$ cat src/rtl/led_sopc_oci_dct_pkg.sv
// Shared constants and types for the OCI trace-atom packer.
package led_sopc_oci_dct_pkg;

  localparam int unsigned ATOM_W  = 2;
  localparam int unsigned ATOMS   = 15;
  localparam int unsigned BUF_W   = ATOM_W * ATOMS;
  localparam int unsigned CNT_W   = 4;
  localparam int unsigned FRAME_W = CNT_W + BUF_W;

  // Fill level at which the buffer must be handed off.
  localparam logic [CNT_W-1:0] CNT_FULL = CNT_W'(ATOMS);

  typedef enum logic [1:0] {
    StFill,
    StDrain,
    StDone
  } dct_state_e;

  // Frame as written to trace RAM: fill count above the packed atoms.
  typedef struct packed {
    logic [CNT_W-1:0] count;
    logic [BUF_W-1:0] buffer;
  } dct_frame_t;

  // Shift a new atom into the low end; oldest atom moves towards the MSBs.
  function automatic logic [BUF_W-1:0] push_atom(input logic [BUF_W-1:0]  buffer_i,
                                                 input logic [ATOM_W-1:0] atom_i);
    return {buffer_i[BUF_W-ATOM_W-1:0], atom_i};
  endfunction

endpackage

$ cat src/rtl/led_sopc_oci_dct_frame_reg.sv
// One-entry output register holding a frame until the trace-RAM writer takes it.
module led_sopc_oci_dct_frame_reg
  import led_sopc_oci_dct_pkg::*;
(
  input  logic       clk_i,
  input  logic       rst_ni,
  input  logic       load_i,
  input  dct_frame_t data_i,
  input  logic       ready_i,
  output logic       valid_o,
  output dct_frame_t data_o,
  output logic       slot_free_o
);

  logic       valid_q, valid_d;
  dct_frame_t data_q, data_d;

  // Load wins over drain so a back-to-back frame keeps valid high.
  always_comb begin
    valid_d = valid_q;
    data_d  = data_q;
    if (load_i) begin
      valid_d = 1'b1;
      data_d  = data_i;
    end else if (ready_i) begin
      valid_d = 1'b0;
    end
  end

  // Frame register state.
  always_ff @(posedge clk_i or negedge rst_ni) begin
    if (!rst_ni) begin
      valid_q <= 1'b0;
      data_q  <= '0;
    end else begin
      valid_q <= valid_d;
      data_q  <= data_d;
    end
  end

  assign valid_o     = valid_q;
  assign data_o      = data_q;
  assign slot_free_o = !valid_q || ready_i;

endmodule

$ cat src/rtl/led_sopc_nios2_qsys_oci_dct_packer.sv
// Packs 2-bit trace atoms into 30-bit buffers, emits them as 34-bit frames and
// sequences the end-of-test drain.
module led_sopc_nios2_qsys_oci_dct_packer
  import led_sopc_oci_dct_pkg::*;
(
  input  logic                clk,
  input  logic                reset_n,
  input  logic                trace_enable,
  input  logic                atom_valid,
  input  logic [ATOM_W-1:0]   atom_data,
  output logic                atom_ready,
  input  logic                flush,
  input  logic                test_ending,
  output logic                frame_valid,
  input  logic                frame_ready,
  output logic [FRAME_W-1:0]  frame_data,
  output logic [BUF_W-1:0]    dct_buffer,
  output logic [CNT_W-1:0]    dct_count,
  output logic                test_has_ended
);

  dct_state_e       state_q, state_d;
  logic [BUF_W-1:0] buffer_q, buffer_d;
  logic [CNT_W-1:0] cnt_q, cnt_d;
  logic             flush_pend_q, flush_pend_d;

  logic       slot_free;
  logic       xfer;
  logic       pack;
  dct_frame_t frame_in;
  dct_frame_t frame_out;

  // Handshake qualifiers; atom_ready is gated by reset so nothing is taken in reset.
  always_comb begin
    atom_ready = reset_n && (state_q == StFill) && !((cnt_q == CNT_FULL) && !slot_free);
    pack       = atom_valid && atom_ready && trace_enable;
    xfer       = slot_free &&
                 ((cnt_q == CNT_FULL) ||
                  ((flush_pend_q || (state_q == StDrain)) && (cnt_q != '0)));
    frame_in   = '{count: cnt_q, buffer: buffer_q};
  end

  // Buffer and count next state; a same-cycle atom starts the fresh buffer.
  always_comb begin
    buffer_d = buffer_q;
    cnt_d    = cnt_q;
    if (xfer) begin
      buffer_d = '0;
      cnt_d    = '0;
    end
    if (pack) begin
      buffer_d = push_atom(buffer_d, atom_data);
      cnt_d    = cnt_d + CNT_W'(1);
    end
  end

  // Flush request survives only while there is (or will be) something to emit.
  always_comb begin
    flush_pend_d = 1'b0;
    if (!xfer && (flush || flush_pend_q) && ((cnt_q != '0) || pack)) begin
      flush_pend_d = 1'b1;
    end
  end

  // End-of-test sequencing.
  always_comb begin
    state_d = state_q;
    unique case (state_q)
      StFill:  if (test_ending) state_d = StDrain;
      StDrain: if ((cnt_q == '0) && !frame_valid) state_d = StDone;
      StDone:  state_d = StDone;
      default: state_d = StFill;
    endcase
  end

  // Packer and controller state.
  always_ff @(posedge clk or negedge reset_n) begin
    if (!reset_n) begin
      state_q      <= StFill;
      buffer_q     <= '0;
      cnt_q        <= '0;
      flush_pend_q <= 1'b0;
    end else begin
      state_q      <= state_d;
      buffer_q     <= buffer_d;
      cnt_q        <= cnt_d;
      flush_pend_q <= flush_pend_d;
    end
  end

  led_sopc_oci_dct_frame_reg u_frame_reg (
    .clk_i       (clk),
    .rst_ni      (reset_n),
    .load_i      (xfer),
    .data_i      (frame_in),
    .ready_i     (frame_ready),
    .valid_o     (frame_valid),
    .data_o      (frame_out),
    .slot_free_o (slot_free)
  );

  assign frame_data     = frame_out;
  assign dct_buffer     = buffer_q;
  assign dct_count      = cnt_q;
  assign test_has_ended = (state_q == StDone);

endmodule

$ cat config.mk
export PLATFORM = sky130hd
export DESIGN_NAME = led_sopc_nios2_qsys_oci_dct_packer
export DESIGN_NICKNAME = d
export VERILOG_FILES = /design/src/rtl/led_sopc_oci_dct_pkg.sv /design/src/rtl/led_sopc_oci_dct_frame_reg.sv /design/src/rtl/led_sopc_nios2_qsys_oci_dct_packer.sv
export SDC_FILE = /design/constraint.sdc
export NUM_CORES = 1
export LEC_CHECK = 0
export BUFFER_PORTS_ARGS = -buffer_cell sky130_fd_sc_hd__buf_2
export CORE_MARGIN = 3
export CORE_UTILIZATION = 40
export CTS_CLUSTER_DIAMETER = 200
export DETAILED_ROUTE_END_ITERATION = 8
export GPL_TIMING_DRIVEN = 0
export MAX_ROUTING_LAYER = met4
export PLACE_DENSITY = 0.74
export SYNTH_ARGS = -nofsm -noshare
export SYNTH_HDL_FRONTEND = slang
export SYNTH_SLANG_ARGS = --single-unit
$ cat constraint.sdc
create_clock -name clk -period 2.8 [get_ports clk]
set_clock_uncertainty 0.1 [all_clocks]
set_input_delay 0.28 -clock clk [delete_from_list [all_inputs] [get_ports clk]]
set_output_delay 0.28 -clock clk [all_outputs]
set_load 0.03 [all_outputs]
## Yosys cells after proc, flatten, opt, wreduce, memory -nomap -nowiden

Index checks and enable logic that the tools add are counted.

| operators by class | value |
|---|---|
| add/sub/neg operators | 1 |
| $mul | 0 |
| div/mod/pow operators | 0 |
| order comparisons | 0 |
| equal/unequal tests | 5 |
| shifts and indexed selects | 0 |
| mux-type cells | 10 |
| bitwise operators | 0 |
| reduce and logical (&&, ||, !) cells | 25 |

Operators by type and width:

| operator | count |
|---|---|
| $mux W30 | 2 |
| $logic_and A1 B1 Y1 | 10 |
| $mux W4 | 2 |
| $pmux W2 S3 | 1 |
| $logic_or A1 B1 Y1 | 5 |
| $add A4 B1 Y4 const B | 1 |
| $eq A4 B4 Y1 const B | 1 |
| $logic_not A1 Y1 | 4 |
| $logic_not A4 Y1 | 1 |
| $mux W2 | 2 |
| $reduce_bool A2 Y1 | 2 |
| $reduce_bool A4 Y1 | 1 |
| $mux W1 | 3 |
| $eq A2 B1 Y1 const B | 1 |
| $eq A2 B2 Y1 const B | 1 |
| $logic_not A2 Y1 | 1 |
| $ne A2 B1 Y1 const B | 1 |
| $ne A2 B2 Y1 const B | 1 |
| $reduce_and A2 Y1 | 1 |

| storage, ports and cells | value |
|---|---|
| register bits after elaboration | 72 |
| latch bits | 0 |
| bits in writable memories | 0 |
| bits in read-only memories | 0 |
| bits of input ports | 9 |
| logic and storage cells | 49 |
| memories kept | 0 |

## Logic depth before layout (Yosys ltp)

| logic depth | value |
|---|---|
| depth in word-level cells | 11 |
| mapped depth | 10 |
| gate-level depth less buffers | 9 |

## Hierarchy

Synthesis repeated with hierarchy kept, for this count alone.

| unflattened totals | value |
|---|---|
| cell total of the unflattened synthesis | 241 |
| area total of the unflattened synthesis | 3060.4 um^2 |

Modules (own cells, without submodules):

| module | times used | cells an instance | area each (um^2) |
|---|---|---|---|
| led_sopc_nios2_qsys_oci_dct_packer | 1 | 166 | 1609.0 |
| led_sopc_oci_dct_frame_reg | 1 | 75 | 1451.4 |

## Worst setup path after synthesis

Ideal clock, no wire load.

| path | value |
|---|---|
| path type | flip-flop to flip-flop |
| start point | register cnt_q[2] (netlist: dct_count[2]) |
| end point | register cnt_q[2] (netlist: dct_count[2]) |
| data arrival time | 1.911 ns |
| slack | 0.658 ns |
| stages on the path, launching flop included | 10 |
| period minus slack after synthesis | 2.142 ns |
| cell sequence | dfrtp_1 buf_2 or4_4 o311ai_4 nor2_4 buf_6 nor2b_1 ha_1 nand2_1 xor2_1 |

| on the way | value |
|---|---|
| cells in the longest elaborated chain, start to end | 7 |
| elaborated cells on any way between the ends | 13 |

Ends and longest elaborated chain:

| what | RTL line | source |
|---|---|---|
| start, declared | led_sopc_nios2_qsys_oci_dct_packer.sv:24 | `logic [CNT_W-1:0] cnt_q, cnt_d;` |
| start signal, assigned | led_sopc_nios2_qsys_oci_dct_packer.sv:86 | `cnt_q <= cnt_d;` |
| $reduce_bool A4 Y1 or $eq A4 B4 Y1 (tied branches) | led_sopc_nios2_qsys_oci_dct_packer.sv:39, led_sopc_nios2_qsys_oci_dct_packer.sv:35, led_sopc_nios2_qsys_oci_dct_packer.sv:38 |  |
| $logic_and A1 B1 Y1, on equally long branches | led_sopc_nios2_qsys_oci_dct_packer.sv:39, led_sopc_nios2_qsys_oci_dct_packer.sv:35 |  |
| $logic_or A1 B1 Y1 or $logic_not A1 Y1 (tied branches) | led_sopc_nios2_qsys_oci_dct_packer.sv:38, led_sopc_nios2_qsys_oci_dct_packer.sv:35 |  |
| $logic_and A1 B1 Y1, on equally long branches | led_sopc_nios2_qsys_oci_dct_packer.sv:37, led_sopc_nios2_qsys_oci_dct_packer.sv:35 |  |
| $mux W4 or $logic_and A1 B1 Y1 (tied branches) | led_sopc_nios2_qsys_oci_dct_packer.sv:47, led_sopc_nios2_qsys_oci_dct_packer.sv:36 |  |
| $add A4 B1 Y4 or $logic_and A1 B1 Y1 (tied branches) | led_sopc_nios2_qsys_oci_dct_packer.sv:53, led_sopc_nios2_qsys_oci_dct_packer.sv:36 |  |
| $mux W4 * | led_sopc_nios2_qsys_oci_dct_packer.sv:51 | `if (pack) begin` |
| named net cnt_d[2] | led_sopc_nios2_qsys_oci_dct_packer.sv:24 |  |

The timed path passes the listed nets; every way through them passes the cells marked *.
A chain may end at the register's enable or synchronous reset.

## Final worst setup path

| path | value |
|---|---|
| start point | register state_q[1] |
| end point | register cnt_q[2] (netlist: dct_count[2]) |

| on the way | value |
|---|---|
| cells in the longest elaborated chain, start to end | 8 |
| elaborated cells on any way between the ends | 13 |

Ends and longest elaborated chain:

| what | RTL line | source |
|---|---|---|
| start, declared | led_sopc_nios2_qsys_oci_dct_packer.sv:22 | `dct_state_e state_q, state_d;` |
| start signal, assigned | led_sopc_nios2_qsys_oci_dct_packer.sv:79 | `state_q <= StFill;` |
| start signal, assigned | led_sopc_nios2_qsys_oci_dct_packer.sv:84 | `state_q <= state_d;` |
| $eq A2 B1 Y1 | led_sopc_nios2_qsys_oci_dct_packer.sv:39 | `((flush_pend_q \|\| (state_q == StDrain)) && (cnt_q != '0)));` |
| $logic_or A1 B1 Y1 | led_sopc_nios2_qsys_oci_dct_packer.sv:39 |  |
| $logic_and A1 B1 Y1 | led_sopc_nios2_qsys_oci_dct_packer.sv:39 |  |
| $logic_or A1 B1 Y1 | led_sopc_nios2_qsys_oci_dct_packer.sv:38 | `((cnt_q == CNT_FULL) \|\|` |
| $logic_and A1 B1 Y1 | led_sopc_nios2_qsys_oci_dct_packer.sv:37 | `xfer = slot_free &&` |
| $mux W4 | led_sopc_nios2_qsys_oci_dct_packer.sv:47 | `if (xfer) begin` |
| $add A4 B1 Y4 | led_sopc_nios2_qsys_oci_dct_packer.sv:53 | `cnt_d = cnt_d + CNT_W'(1);` |
| $mux W4 * | led_sopc_nios2_qsys_oci_dct_packer.sv:51 |  |
| named net cnt_d[2] | led_sopc_nios2_qsys_oci_dct_packer.sv:24 |  |

Marked as above.

==> metrics.txt <==
run status complete, but fails checks; violated checks negative hold slack; Syn Area/Cell about 12 um^2; Die Width between 90 and 100 um; fin util 51.9%; clk root buf clkbuf_8; violation count after the first detailed-route iteration 47; sequential fraction of the synthesis area 58.2%; period utilization between 80 and 90%; area leader, netlist dfrtp_1; Critical Path End Type flip-flop; top cell type's share of synthesized area roughly three fifths; Top FF cell, synth dfrtp_1; Via Count between 2,000 and 2,500; crit path DAT ~2.4 ns; clock tree buffer depth 2; Worst IR Drop VDD between 0.0005 and 0.0006 V; Final WS setup around 0.52 ns; GRT Overall Usage between 10% and 20%; Synth area leaders dfrtp_1 58%, mux2_4 16%, nand2_1 7.8%, a21oi_1 4.5%, ha_1 2.0%; grt ovf 0; Syn Nets 265; slew at the pin closest to its max-slew limit approximately 0.91 ns; crit path buf inv count 2; Synth Register Bits ~70; TritonCTS clock tree built; FF/Latch Area around 1800 um^2; Critical Path RT around 2.9 ns; worst-path fanout max 10; drt first pass iters 4; relative slew slack 39.2%; Initial Utilization 42.0%; setup violators final 0; EDFF count, synth 0; DRT antenna net count 0; met3 wire len around 280 um; Hold Fails Final Rpt 33; first-pass GRT wire length around 11,000 um; crit path cell chain inv_1, ha_1, or3_1, o311ai_4, nor2_4, buf_6, nor2b_1, ha_1, nand2_1, xor2_1; Netlist cell types 31; Fmax approximately 440 MHz; pin count of the biggest net entering global routing between 70 and 80; Crit Path Class flip-flop to flip-flop; post-CTS setup buffers 0; ratio of cells with drive above 1 in the final layout 42.2%; dpl cells between 400 and 500; footprint of the multi-input gates between 1000 and 1500 um^2; detailed placer's ending HPWL roughly 4500 um; post-CTS sizing 0; Synth Instances around 250; WL met2 ~3200 um; ant diodes 0; Slew Limit Fails 0; CP max stage delay about 0.44 ns; Final min period roughly 2.3 ns; warnings from Yosys 0; number of buffers created by CTS 9; leakage power about 2.0 nW; count of input and output buffers 79; # IOs 80; core box area 7370 um^2; mapped cell area between 3000 and 4000 um^2; asr flop ratio synth between 90% and 100%; die area 8830 um^2; cell mode on critical path ha_1; detailed-route wire length per cell between 10 and 15 um; fin cells between 400 and 500; setup TNS 0 ns; drt total wl about 6600 um; Hold WC Path Type input port to async pin; hold_buf cts 0; FILL cells just under 700; Worst-Skew Late Latency between 0.3 and 0.4 ns; Top delay family on crit path simple AND/OR/NAND/NOR gates; GP Congestion slightly below 0.8; top routing layer in use met4; Via-to-Cell Ratio 4.79; number of nets in the layout between 300 and 400; DIE HEIGHT 94.0 um; RSZ-0062 raised after global routing no; crit path max-delay cell type or3_1; maximum capacitance violations 0; Clock Sinks between 70 and 80; vias in the first global route 2,183; synthesis-to-layout area growth 23.4%; initial antenna violation count 0; H-tree levels 3; num rows 31; CTS clk-pin slew, worst paths ~0.08 ns; Pwr Density slightly below 800 nW/um^2; Hold Slack -0.0206 ns; Worst setup SP type flip-flop; WL met1 just over 3000 um; pre-CTS setup slack between 0.1 and 0.15 ns; Post-route DRC 0
-- cell usage after synthesis (2+ instances only) --
| library cell | instances |
|---|---|
| buf_6 | 4 |
| clkbuf_1 | 6 |
| mux2_2 | 3 |
| nand2_1 | 64 |
| mux2_4 | 33 |
| buf_2 | 3 |
| nor2b_1 | 2 |
| ha_1 | 5 |
| buf_4 | 3 |
| dfrtp_1 | 72 |
| nor2_1 | 2 |
| inv_1 | 3 |
| a21oi_1 | 28 |
| o21ai_0 | 6 |
-- final timing paths --
path / startpoint / end / slack, ns / cells after the start
worst max-delay path: state_q[1] / dct_count[2] / 0.52 / 10
worst min-delay path: reset_n / u_frame_reg.data_o[7] / -0.02 / 1
worst max register to register: state_q[1] / dct_count[2] / 0.52 / 10
worst min register to register: u_frame_reg.data_o[28] / u_frame_reg.data_o[28] / 0.41 / 1
max in group asynchronous: reset_n / u_frame_reg.data_o[26] / 2.04 / 1
min in group clk: atom_data[1] / dct_buffer[1] / 0.05 / 3
-- cell type report --
type	instances	share of cell area, %
clock inverter	6	1.74
tap	99	3.24
clock buffer	10	3.60
buffer	16	2.75
multi-input combinational	160	30.8
timing repair buffer	79	10.4
sequential	72	47.2
inverter	3	0.295
-- cell usage in the layout, fill, tap and decap left out, drive strengths merged, types with 2 or more instances in the layout --
cell type	synthesis	layout
nor2b	2	2
inv	3	4
dfrtp	72	72
ha	5	5
mux2	36	36
nor2	3	3
o21ai	6	6
a31oi	2	2
clkbuf	6	16
buf	10	89
clkinvlp	0	3
nand2	64	64
a21oi	28	28
-- per-layer routing --
metal | GRT usage, % | vias up
met5 | - | -
li1 | - | 1024
met4 | 6.14 | 0
met1 | 22.0 | 1047
met3 | 3.13 | 7
met2 | 25.3 | 53
-- cell families after synthesis --
logic type	count (synthesis)	share of synthesized area, %
buffers and inverters	19	3.76
AOI/OAI and AO/OA	42	8.25
xor gates and xnor gates	2	0.566
and+or+nand+nor	75	10.1
muxes	36	17.1
adders and majority gates	5	2.02
DFF	72	58.2
-- flip-flops by register name, indices dropped and copies added, names as in the netlist --
| name | cells |
|---|---|
| u_frame_reg.data_o | 34 |
| flush_pend_q | 1 |
| u_frame_reg.valid_o | 1 |
| dct_count | 4 |
| state_q | 2 |
| dct_buffer | 30 |
-- power by group --
group	total, W	switching (W)	internal, W
clock network	0.000831	0.000394	0.000437
registers	0.00129	0.000120	0.00117
logic	0.000880	0.000548	0.000332
total	0.00300	0.00106	0.00194
-- stage by stage --
step	power (W)	cell area [um^2]
3_5_place_dp	0.00220	3620
4_1_cts	0.00304	3820
2_1_floorplan	0.00195	3100
3_3_place_gp	0.00218	3610
6_report	0.00300	3820
5_1_grt	0.00318	3820
No activity file was read; power rests on OpenSTA's default activity.
